[src/rtl/product_accum_pkg.sv]
// ---------------------------------------------------------------------------
// product_accum_pkg
//   Shared definitions for the product accumulator and its neighbours.
//   - PROD_W      : product width, common with the 2x2-bit multiplier
//   - state_t     : accumulator FSM state encoding
//   - clog2()     : ceiling log2, usable in parameter expressions
// ---------------------------------------------------------------------------
package product_accum_pkg;

  // Product width fixed by the upstream 2-bit x 2-bit multiplier.
  localparam int PROD_W = 4;

  // ACC: collecting products, OUT: block result waiting for downstream.
  typedef enum logic {
    ST_ACC = 1'b0,
    ST_OUT = 1'b1
  } state_t;

  // Ceiling log2. Returns 0 for values of 0 or 1.
  function automatic int clog2(input int value);
    int result;
    int remain;
    result = 0;
    remain = value - 1;
    for (int i = 0; i < 32; i++) begin
      if (remain > 0) begin
        result = result + 1;
        remain = remain >> 1;
      end
    end
    return result;
  endfunction

endpackage

[src/rtl/product_accum.sv]
// ---------------------------------------------------------------------------
// product_accum
//   Accumulates 4-bit multiplier products into a running block sum. A block
//   closes after BLOCK_LEN products or earlier on prod_last; the block sum,
//   product count and overflow flag are then offered downstream and the
//   accumulator clears once the result is taken.
//
// Parameters
//   ACC_W      accumulator / sum width (4..16)
//   BLOCK_LEN  maximum products per block (1..255)
//   CNT_W      width of the count field, clog2(BLOCK_LEN+1)
//
// Ports
//   clk         in   clock, rising edge
//   rst_n       in   synchronous active-low reset
//   prod_valid  in   upstream product valid
//   prod_ready  out  block can accept a product
//   prod_data   in   product value
//   prod_last   in   close the block after this product
//   sum_valid   out  block result available
//   sum_ready   in   downstream accepts the result
//   sum_data    out  block sum modulo 2^ACC_W
//   sum_count   out  products in the block, 1..BLOCK_LEN
//   sum_ovf     out  a carry out of ACC_W occurred during the block
// ---------------------------------------------------------------------------
module product_accum
  import product_accum_pkg::*;
#(
  parameter  int ACC_W     = 8,
  parameter  int BLOCK_LEN = 4,
  localparam int CNT_W     = clog2(BLOCK_LEN + 1)
) (
  input  logic              clk,
  input  logic              rst_n,
  input  logic              prod_valid,
  output logic              prod_ready,
  input  logic [PROD_W-1:0] prod_data,
  input  logic              prod_last,
  output logic              sum_valid,
  input  logic              sum_ready,
  output logic [ACC_W-1:0]  sum_data,
  output logic [CNT_W-1:0]  sum_count,
  output logic              sum_ovf
);

  state_t state_reg;
  state_t state_next;

  logic [ACC_W-1:0] acc_reg;
  logic [CNT_W-1:0] cnt_reg;
  logic             ovf_reg;

  logic [ACC_W-1:0] sum_data_reg;
  logic [CNT_W-1:0] sum_count_reg;
  logic             sum_ovf_reg;

  logic             prod_fire;
  logic             sum_fire;
  logic             is_final;
  logic [ACC_W:0]   acc_plus;
  logic             carry;
  logic [CNT_W-1:0] cnt_inc;

  // Count value held just before the BLOCK_LEN-th product arrives.
  localparam logic [CNT_W-1:0] LAST_CNT = CNT_W'(BLOCK_LEN - 1);

  // -------------------------------------------------------------------------
  // Datapath arithmetic: one extra bit on the adder captures the carry that
  // feeds the sticky overflow flag.
  // -------------------------------------------------------------------------
  assign acc_plus  = {1'b0, acc_reg} + {{(ACC_W + 1 - PROD_W){1'b0}}, prod_data};
  assign carry     = acc_plus[ACC_W];
  assign cnt_inc   = cnt_reg + CNT_W'(1);
  assign is_final  = (cnt_reg == LAST_CNT) | prod_last;

  assign prod_fire = prod_valid & prod_ready;
  assign sum_fire  = sum_valid & sum_ready;

  // -------------------------------------------------------------------------
  // FSM: state register
  // -------------------------------------------------------------------------
  always_ff @(posedge clk) begin
    if (!rst_n) begin
      state_reg <= ST_ACC;
    end else begin
      state_reg <= state_next;
    end
  end

  // -------------------------------------------------------------------------
  // FSM: next-state logic
  // -------------------------------------------------------------------------
  always_comb begin
    state_next = state_reg;
    case (state_reg)
      ST_ACC: begin
        if (prod_fire && is_final) begin
          state_next = ST_OUT;
        end
      end
      ST_OUT: begin
        if (sum_ready) begin
          state_next = ST_ACC;
        end
      end
      default: state_next = ST_ACC;
    endcase
  end

  // -------------------------------------------------------------------------
  // FSM: outputs. rst_n gates prod_ready so nothing can be accepted while
  // reset is asserted, even though the state register still reads ACC.
  // -------------------------------------------------------------------------
  always_comb begin
    prod_ready = 1'b0;
    sum_valid  = 1'b0;
    case (state_reg)
      ST_ACC:  prod_ready = rst_n;
      ST_OUT:  sum_valid  = 1'b1;
      default: prod_ready = 1'b0;
    endcase
  end

  // -------------------------------------------------------------------------
  // Accumulator, counter and result registers. The result is captured on
  // the edge that accepts the final product, so it is visible one cycle
  // after that handshake and holds until the next final product.
  // -------------------------------------------------------------------------
  always_ff @(posedge clk) begin
    if (!rst_n) begin
      acc_reg       <= '0;
      cnt_reg       <= '0;
      ovf_reg       <= 1'b0;
      sum_data_reg  <= '0;
      sum_count_reg <= '0;
      sum_ovf_reg   <= 1'b0;
    end else if (prod_fire) begin
      acc_reg <= acc_plus[ACC_W-1:0];
      cnt_reg <= cnt_inc;
      ovf_reg <= ovf_reg | carry;
      if (is_final) begin
        sum_data_reg  <= acc_plus[ACC_W-1:0];
        sum_count_reg <= cnt_inc;
        sum_ovf_reg   <= ovf_reg | carry;
      end
    end else if (sum_fire) begin
      // Result taken: start the next block from zero.
      acc_reg <= '0;
      cnt_reg <= '0;
      ovf_reg <= 1'b0;
    end
  end

  assign sum_data  = sum_data_reg;
  assign sum_count = sum_count_reg;
  assign sum_ovf   = sum_ovf_reg;

endmodule

[config.mk]
export PLATFORM = sky130hd
export DESIGN_NAME = product_accum
export DESIGN_NICKNAME = d
export VERILOG_FILES = /design/src/rtl/product_accum_pkg.sv /design/src/rtl/product_accum.sv
export SDC_FILE = /design/constraint.sdc
export NUM_CORES = 1
export LEC_CHECK = 0
export BUFFER_PORTS_ARGS = -buffer_cell sky130_fd_sc_hd__buf_2
export CORE_MARGIN = 4
export CORE_UTILIZATION = 49
export CTS_CLUSTER_DIAMETER = 200
export DETAILED_ROUTE_END_ITERATION = 8
export PLACE_DENSITY = 0.74
export SYNTH_ARGS = -nofsm -noshare
export SYNTH_HDL_FRONTEND = slang
export SYNTH_SLANG_ARGS = --single-unit
export TNS_END_PERCENT = 50
[constraint.sdc]
create_clock -name clk -period 1.6 [get_ports clk]
set_clock_uncertainty 0.05 [all_clocks]
set_input_delay 0.32 -clock clk [delete_from_list [all_inputs] [get_ports clk]]
set_output_delay 0.32 -clock clk [all_outputs]
set_load 0.005 [all_outputs]
==> flow_summary_export.csv, run 1 <==
group,metric,value,unit
run_status,outcome,"finished, violations left",
run_status,violations,"negative setup slack",
sta,worst_pin_slew,0.395,ns
sta,final_max_slew_viol_count,0,
setup_path,crit_path_end_kind,"flop",
layout,area_growth,29.1,%
layout,final_common_cell,"dfxtp_1",
placed_design,place.gp.congestion,0.916,
sta,hold_viol,0,
sta,worst_hold_slack,0.290,ns
floorplan,rows,18,
flow_run,maxCapViolations,0,
floorplan,die_h,59.7,um
routing,wl_per_cell,15.1,um
power,p_leak,0.767,nW
setup_path,critical_path_class,"reg -> reg",
grt,gr-total-overflow,0,
cts,root_buffer,"clkbuf_4",
grt,grt_max_degree,17,
power,fin_total_pwr,1.30,mW
synth,yosysUniqueCellTypes,42,
setup_path,slowest_stage,"dfxtp_2",
cts,tritoncts,"yes",
routing,drcViolationCount,0,
grt,grtUsageTotal,19.9,%
cts,cts_sinks,25,
sta,layout_setup_ws,-0.0274,ns
synth,syn-num-nets,162,
synth,syn_avg_cell_area,8.96,sq um
layout,final_area,0.00169,sq mm
sta,setup_viol,3,
setup_path,worstPathRequired,1.83,ns
grt,antenna_found_initial,0,
placed_design,place.port_buffers,22,
cts,holdBufCountCts,0,
worst_hold_path,min_path_type,"in -> reg",
setup_path,cp-start-kind,"flop",
synth,yosysWarnings,0,
layout,multi_input_area,838,sq um
synth,synth_area_leaders,"dfxtp_1, ha_1, o21ai_0",
layout,drive_gt1_share,35.3,%
layout,fill_cells,214,
floorplan,core-area,0.00250,sq mm
layout,register_area,503,sq um
routing,drt-vias-per-instance,5.70,
synth,ys_seq_area_share,38.3,%
sta,period_minus_slack,1.63,ns
sta,period_share,102,%
placed_design,place_area,0.00155,sq mm
cts,cts_made_buffers,3,
cts,cts.clk_slew.worst_paths,0.14,ns
setup_path,crit_arrival,1.85,ns
grt,grt_pass1_vias,1248,
setup_path,crit_chain,"ha_4, inv_2, fa_2, nor2b_2, o31a_1, a21oi_1, and3b_1",
routing,ant_nets,0,
setup_path,crit_path_max_fanout,3,
floorplan,fp.dieW,59.7,um
placed_design,dp_hpwl,2320,um
synth,syn-cell-area,0.00131,sq mm
synth,postSynthCellCount,146,
sta,rsz0062_at_grt,"true",
floorplan,io_pins,23,
synth,ys_ff_latch,25,
grt,grt_pass1_wl,5410,um
routing,vias,1237,
setup_path,slowest_delay,0.37,ns
routing,totalWireLength,3280,um
sta,slew_headroom,73.6,%
cts,cts-htree-levels,1,
layout,final_cell_mix,"dfxtp_1, buf_2, buf_4",
floorplan,start_util,52.3,%
synth,yosysTopAreaCell,"dfxtp_1",
synth,yosysTopAreaCellShare,38.3,%
routing,drtIter0Drc,36,
cts,clk_latency,0.33,ns
power,powerDensity,771,mW/mm^2
floorplan,die-area,0.00356,sq mm
layout,fin_nets,204,
cts,clock_path_buffers,2,
layout,antenna_cells,0,
power,ir_drop,0.633,mV
routing,dr.pass1.iters,4,
sta,max_freq,614,MHz
cell type report:
class                      instances  share of cell area, %
multi-input combinational        111                   49.7
sequential                        25                   29.8
timing repair buffer              43                   15.9
tap                               30                   2.22
clock buffer                       4                   1.56
inverter                           4                  0.890
per-stage QoR:
stage	setup slack, ns	util, %	instances	setup TNS, ns
after global placement	-0.125	62.0	208	-0.843
after detailed placement	-0.189	62.0	208	-1.26
final	-0.0274	67.5	217	-0.0493
after floorplan	0.00330	-	146	0
after CTS	-0.0796	65.3	214	-0.155
after global routing	-0.114	67.5	217	-0.692
cells by family (layout without fill, tap and decap cells):
kind of cell,after synthesis,count (layout),synth area share (%)
buffers and inverters,10,51,3.54
and+or+nand+nor,57,57,24.6
muxes,1,1,1.05
AOI/OAI and AO/OA,44,44,23.9
DFF,25,25,38.3
xor gates and xnor gates,2,2,1.34
adders and majority gates,7,7,7.27
worst paths after layout:
kind | end | depth (start not counted) | slack, ns | startpoint
worst min-delay path | acc_reg[4] | 3 | 0.29 | prod_valid
worst min register to register | sum_data[0] | 2 | 0.42 | sum_data[0]
worst max-delay path | acc_reg[6] | 7 | -0.03 | acc_reg[0]
worst max register to register | acc_reg[6] | 7 | -0.03 | acc_reg[0]
layer usage:
metal / global-route usage (%) / routed length, um / up-vias
li1: - / - / 610
met1: 25.3 / 1530 / 577
met2: 32.3 / 1490 / 41
met3: 3.24 / 180 / 9
met4: 9.81 / 79 / 0
met5: 0 / 0 / -
worst max-delay path, delay by kind of cell, from the launching register on:
family	cells	cell delay, ns
AO/OA/AOI/OAI	2	0.30
flip-flops	1	0.37
adder cells (fa/ha/maj)	2	0.47
buffers and inverters	1	0.03
AND/OR/NAND/NOR	2	0.36
power by group:
part,leakage (nW),internal [mW],switching (mW),total [mW]
Combinational,0.547,0.161,0.162,0.323
Clock,0.0150,0.0979,0.191,0.289
Sequential,0.205,0.660,0.0291,0.689
Total,0.767,0.918,0.382,1.30
timing repair:
action / CTS / global route
gates resized for setup: 10 / 9
pin swaps: 9 / 6
cloned: 0 / 0
buffers inserted: 2 / 3
setup endpoints to repair: 10 / 16
hold endpoints to repair: 0 / 0
synth_stat cells (all sizes together):
| cell | n |
|---|---|
| dfxtp | 25 |
| a31oi | 2 |
| o21bai | 1 |
| nand3b | 3 |
| and3b | 2 |
| a22oi | 3 |
| nand3 | 10 |
| o21ai | 13 |
| a21boi | 3 |
| nor4bb | 1 |
| o2111ai | 1 |
| o31ai | 3 |
| nor3 | 2 |
| inv | 4 |
| ha | 6 |
| nor2 | 8 |
| and4 | 1 |
| nand2 | 14 |
| nand2b | 1 |
| o31a | 1 |
| clkbuf | 3 |
| o211a | 3 |
| fa | 1 |
| mux2i | 1 |
| and2 | 5 |
| and3 | 1 |
| o211ai | 2 |
| xnor2 | 2 |
| a21oi | 3 |
| o21a | 3 |
| a21bo | 1 |
| a211oi | 3 |
| nor2b | 8 |
| buf | 3 |
| or3 | 1 |
| a21o | 2 |
Power figures use the tool's default switching activity.
==> run 2: changes to the inputs <==
- ABC_AREA: not set -> 1
- CORE_MARGIN: 4 -> not set
- CORE_UTILIZATION: 49 -> 48
- PLACE_DENSITY: 0.74 -> 0.73
==> run 2 against run 1 <==
The run still ends with negative setup slack left. Synthesized cell count is 7.5% higher. Final cell count down 0.46%. Maximum frequency up 1.0%. Largest cell class unchanged. Setup slack better by 0.017 ns. Critical endpoint is now sum_data[6]. Non-clock buffer count fell by 14.
==> flow_summary_export.csv, run 2 <==
group,metric,value,unit
run_status,outcome,"finished, violations left",
run_status,violations,"negative setup slack",
setup_path,worstPathRequired,1.82,ns
synth,syn-num-nets,173,
sta,worst_hold_slack,0.208,ns
synth,ys.flop_type,"dfxtp_1",
routing,drcViolationCount,0,
sta,period_minus_slack,1.61,ns
setup_path,cp-start-kind,"flop",
layout,area_growth,21.6,%
worst_hold_path,min_path_type,"in -> reg",
flow_run,maxCapViolations,0,
routing,drtIter0Drc,38,
cts,clock_path_buffers,2,
power,powerDensity,822,mW/mm^2
placed_design,dp_slack,-0.218,ns
synth,postSynthCellCount,157,
floorplan,start_util,52.6,%
placed_design,dp_hpwl,1730,um
placed_design,place_area,0.00137,sq mm
layout,antenna_cells,0,
synth,syn-cell-area,0.00121,sq mm
synth,synth_area_leaders,"dfxtp_1, nand2_1, inv_1",
sta,rsz0062_at_grt,"true",
setup_path,r2r-end,"sum_data[6]",
grt,grt_max_degree,21,
synth,yosysTopAreaCell,"dfxtp_1",
placed_design,dp.cells,209,
synth,syn_avg_cell_area,7.69,sq um
grt,gr-total-overflow,0,
floorplan,die_h,52.2,um
routing,drt-vias-per-instance,4.97,
synth,synth.most_common_cell,"nand2_1",
cts,cts_made_buffers,3,
grt,grt_pass1_wl,4020,um
sta,layout_setup_ws,-0.0107,ns
sta,setup_viol,1,
setup_path,r2r_slack,-0.01,ns
synth,synth_edf_count,0,
cts,cts-htree-levels,1,
setup_path,r2r-start,"acc_reg[0]",
cts,cts.clk_slew.worst_paths,0.13,ns
sta,hold_viol,0,
grt,antenna_found_initial,0,
setup_path,crit_path_end_kind,"flop",
setup_path,critical_path_class,"reg -> reg",
worst_hold_path,hold_start,"sum_ready",
placed_design,place.gp.congestion,0.806,
routing,vias,1073,
cts,root_buffer,"clkbuf_4",
floorplan,fp.dieW,52.2,um
floorplan,die-area,0.00272,sq mm
setup_path,crit_arrival,1.83,ns
synth,yosysWarnings,0,
setup_path,crit_path_max_fanout,4,
layout,layoutNonFillerInstCount,216,
floorplan,io_pins,23,
grt,grtUsageTotal,20.2,%
synth,yosysTopAreaCellShare,41.5,%
floorplan,core-area,0.00230,sq mm
sta,worst_pin_slew,0.463,ns
sta,slew_headroom,69.1,%
routing,ant_nets,0,
cts,clk_latency,0.31,ns
grt,grt_pass1_vias,980,
floorplan,rows,17,
cts,tritoncts,"yes",
synth,ys_top_cells_by_count,"nand2_1, dfxtp_1, inv_1, nor2_1, a21oi_1",
cts,holdBufCountCts,0,
layout,final_area,0.00147,sq mm
synth,yosysUniqueCellTypes,24,
sta,period_share,101,%
synth,ys_seq_area_share,41.5,%
placed_design,place.port_buffers,22,
layout,drive_gt1_share,27.7,%
routing,totalWireLength,2490,um
layout,final_common_cell,"nand2_1",
worst_hold_path,min_to,"state_reg",
power,ir_drop,0.478,mV
sta,final_max_slew_viol_count,0,
synth,ys_ff_latch,25,
routing,dr.pass1.iters,5,
synth,ys_async_sr_fraction,0,%
cts,cts_sinks,25,
routing,wl_per_cell,11.5,um
setup_path,rr_worst_depth,9,
worst_hold_path,whs_path_depth,4,
sta,max_freq,621,MHz
layout,fin_nets,205,
power,p_leak,0.727,nW
layout,final_cell_mix,"nand2_1, dfxtp_1, buf_2",
run 2: timing repair:
action                     4_1_cts  5_1_grt
pin swaps                        4        2
gates resized for setup          7        6
setup endpoints to repair        8       12
setup buffers                    2        0
cloned                           0        1
run 2: per-stage QoR:
stage	util, %	setup TNS [ns]	power (mW)
CTS	62.5	0	1.20
global route	63.9	-0.475	1.27
finish	63.9	-0.0107	1.21
detailed placement	59.5	-1.17	0.906
global placement	59.5	-0.570	0.898
floorplan	-	0	0.834
run 2: per-layer routing:
| layer | global-route usage [%] | part of all wire [%] | vias up | routed length (um) |
|---|---|---|---|---|
| met2 | 34.0 | 46 | 30 | 1140 |
| met5 | 0 | 0 | - | 0 |
| li1 | - | - | 567 | - |
| met4 | 6.58 | 0.44 | 0 | 11 |
| met3 | 3.80 | 6.1 | 2 | 151 |
| met1 | 25.9 | 48 | 474 | 1190 |
run 2: cell type report:
cell class | instances | area [sq um]
Inverter | 24 | 90.1
Clock buffer | 4 | 26.3
Fill cell | 201 | 830
Timing Repair Buffer | 29 | 163
Tap cell | 28 | 35.0
Multi-Input combinational cell | 106 | 651
Sequential cell | 25 | 503
run 2: critical path: stages (launching register included):
cell	delay (ns)
dfxtp_2	0.37
ha_4	0.14
inv_2	0.04
fa_2	0.36
o21ai_4	0.18
nand2_1	0.08
nand2_1	0.09
nand2_1	0.05
a21o_1	0.15
inv_1	0.04
run 2: worst max path at each step:
stage,startpoint,end,slack (ns)
final,acc_reg[0],sum_data[6],-0.01
after global routing,acc_reg[0],sum_data[6],-0.08
after CTS,acc_reg[0],acc_reg[4],0.008
after detailed placement,prod_data[0],sum_data[6],-0.22
after global placement,prod_data[0],sum_data[6],-0.13
after floorplan,prod_data[0],acc_reg[4],0.01
run 2: logic make-up (layout without fill, tap and decap cells):
kind of cell    Yosys count  in the layout  share of synthesized area, %
compound gates           30             30                          15.3
xor+xnor                  3              3                          2.18
fa+ha+maj                 7              7                          7.88
buf+inv                  27             57                          9.64
flops                    25             25                          41.5
simple gates             65             66                          23.5
run 2: where the power goes:
part	internal (mW)	switching (mW)
Combinational	0.110	0.138
Clock	0.0974	0.186
Sequential	0.657	0.0187
==> run 3: changes to the inputs <==
- CORE_ASPECT_RATIO: not set -> 1.2
- SKIP_CTS_REPAIR_TIMING: not set -> 1
==> run 3 against run 2 <==
Sequential share of layout area shrank 1.4 points. Maximum frequency down 1.2%. Largest power group unchanged. Total power increased by 2.1%. Via count rose by 5.5%. Non-clock buffer count rose by 3. The flow still finishes with violations (negative setup slack). Highest routed layer unchanged. Global-route usage is 1.6 points higher. Sequential cell count did not move. Combinational power is 7% higher. Design area is 4.3% higher. Routed wire length grew 11%. Setup slack lost 0.020 ns.
==> flow_summary_export.csv, run 3 (synthesis gave the netlist of run 2 again) <==
group,metric,value,unit
cts,root_buffer,"clkbuf_4",
setup_path,cp-start-kind,"flop",
power,fin_total_pwr,1.23,mW
grt,grt_pass1_wl,4240,um
floorplan,die_h,56.9,um
cts,cts.clk_slew.worst_paths,0.14,ns
layout,register_area,503,sq um
run_status,outcome,"finished, violations left",
routing,totalWireLength,2770,um
power,powerDensity,805,mW/mm^2
sta,slew_headroom,80.2,%
worst_hold_path,min_path_type,"in -> reg",
sta,final_max_slew_viol_count,0,
routing,drtIter0Drc,28,
grt,antenna_found_initial,0,
layout,drive_gt1_share,33.0,%
layout,antenna_cells,0,
sta,hold_viol,0,
placed_design,place_area,0.00140,sq mm
setup_path,cp_num_buf_inv,1,
routing,dr.pass1.iters,4,
power,p_leak,0.735,nW
routing,drt-vias-per-instance,5.10,
grt,grtUsageTotal,21.8,%
floorplan,start_util,51.8,%
grt,grt_max_degree,21,
floorplan,die-area,0.00272,sq mm
routing,wl_per_cell,12.5,um
cts,tritoncts,"yes",
setup_path,crit_path_end,"acc_reg[6]",
cts,cts_made_buffers,3,
flow_run,maxCapViolations,0,
run_status,violations,"negative setup slack",
floorplan,core-area,0.00233,sq mm
placed_design,place.gp.congestion,0.836,
setup_path,slowest_stage,"fa_2",
setup_path,rr_worst_depth,8,
layout,final_common_cell,"nand2_1",
routing,ant_nets,0,
power,ir_drop,0.765,mV
sta,setup_viol,2,
sta,worst_hold_slack,0.198,ns
sta,worst_pin_slew,0.296,ns
grt,grt_pass1_vias,1043,
setup_path,r2r-start,"acc_reg[0]",
cts,cts_sinks,25,
layout,final_cell_mix,"nand2_1, dfxtp_1, buf_2",
cts,clk_latency,0.32,ns
setup_path,crit_path_end_kind,"flop",
setup_path,crit_path_max_fanout,4,
layout,area_growth,26.7,%
setup_path,slowest_delay,0.38,ns
setup_path,crit_arrival,1.84,ns
grt,gr-total-overflow,0,
routing,drcViolationCount,0,
floorplan,rows,19,
setup_path,crit_chain,"ha_4, inv_2, fa_2, o21ai_4, nand2_1, nand2_2, nand3_2, a21oi_2",
layout,fin_nets,208,
floorplan,io_pins,23,
placed_design,dp_hpwl,1920,um
worst_hold_path,whs_path_depth,4,
cts,clock_path_buffers,2,
cts,cts-htree-levels,1,
routing,vias,1132,
floorplan,fp.dieW,47.8,um
setup_path,cp_top_family,"adder cells",
setup_path,critical_path_class,"reg -> reg",
setup_path,r2r_slack,-0.03,ns
sta,period_share,102,%
sta,rsz0062_at_grt,"true",
setup_path,r2r-end,"acc_reg[6]",
sta,max_freq,613,MHz
sta,layout_setup_ws,-0.0304,ns
sta,period_minus_slack,1.63,ns
setup_path,cp.depth,8,
layout,multi_input_area,686,sq um
layout,fill_cells,214,
layout,final_area,0.00153,sq mm
setup_path,crit_path_start,"acc_reg[0]",
setup_path,worstPathRequired,1.81,ns
placed_design,place.port_buffers,22,
run 3: cell types whose count changed in the layout (fill, tap and decap cells not counted), moves of 2 or more:
cell / before / now
a21oi_1: 8 / 6
a21oi_2: 1 / 4
buf_4: 7 / 10
nand2_1: 34 / 31
nand2_2: 0 / 3
nand3_1: 9 / 7
nand3_2: 0 / 2
run 3: area by class of cell:
type / instances / share of cell area, %
clock buffers: 3 / 1.47
inverters: 24 / 5.89
repair buffers: 32 / 12.1
multi-input cells: 106 / 44.8
clock inverters: 1 / 0.327
flip-flops and latches: 25 / 32.9
well taps: 31 / 2.53
run 3: how the worst min path moves through the flow:
| stage | startpoint | end | slack, ns |
|---|---|---|---|
| finish | sum_ready | state_reg | 0.20 |
| detailed placement | sum_data[2] | sum_data[2] | 0.40 |
| CTS | sum_ready | state_reg | 0.20 |
| floorplan | acc_reg[2] | acc_reg[2] | 0.39 |
| global route | sum_ready | state_reg | 0.20 |
| global placement | cnt_reg[1] | cnt_reg[1] | 0.40 |
run 3: metal layers:
metal  track usage (%)  wire (um)  vias up
li1                  -          -      572
met1              26.1       1170      534
met2              36.3       1500       20
met3              4.11         65        6
met4              9.52         35        0
met5                 0          0        -
run 3: where the power goes:
group | switching [mW] | internal, mW | leakage, nW
Combinational | 0.145 | 0.122 | 0.513
Sequential | 0.0209 | 0.657 | 0.205
Clock | 0.194 | 0.0936 | 0.0177
run 3: through the flow:
step	worst slack [ns]	setup TNS [ns]	std cells	util, %
floorplan	0.0127	0	157	-
CTS	-0.154	-0.777	220	61.3
global placement	-0.133	-0.806	216	60.2
detailed placement	-0.195	-1.17	216	60.2
finish	-0.0304	-0.0445	222	65.7
global route	-0.106	-0.455	222	65.7
run 3: worst register-to-register path, cell delays in order (launching register included):
cell,delay [ns]
dfxtp_2,0.37
ha_4,0.13
inv_2,0.04
fa_2,0.38
o21ai_4,0.20
nand2_1,0.09
nand2_2,0.08
nand3_2,0.08
a21oi_2,0.15
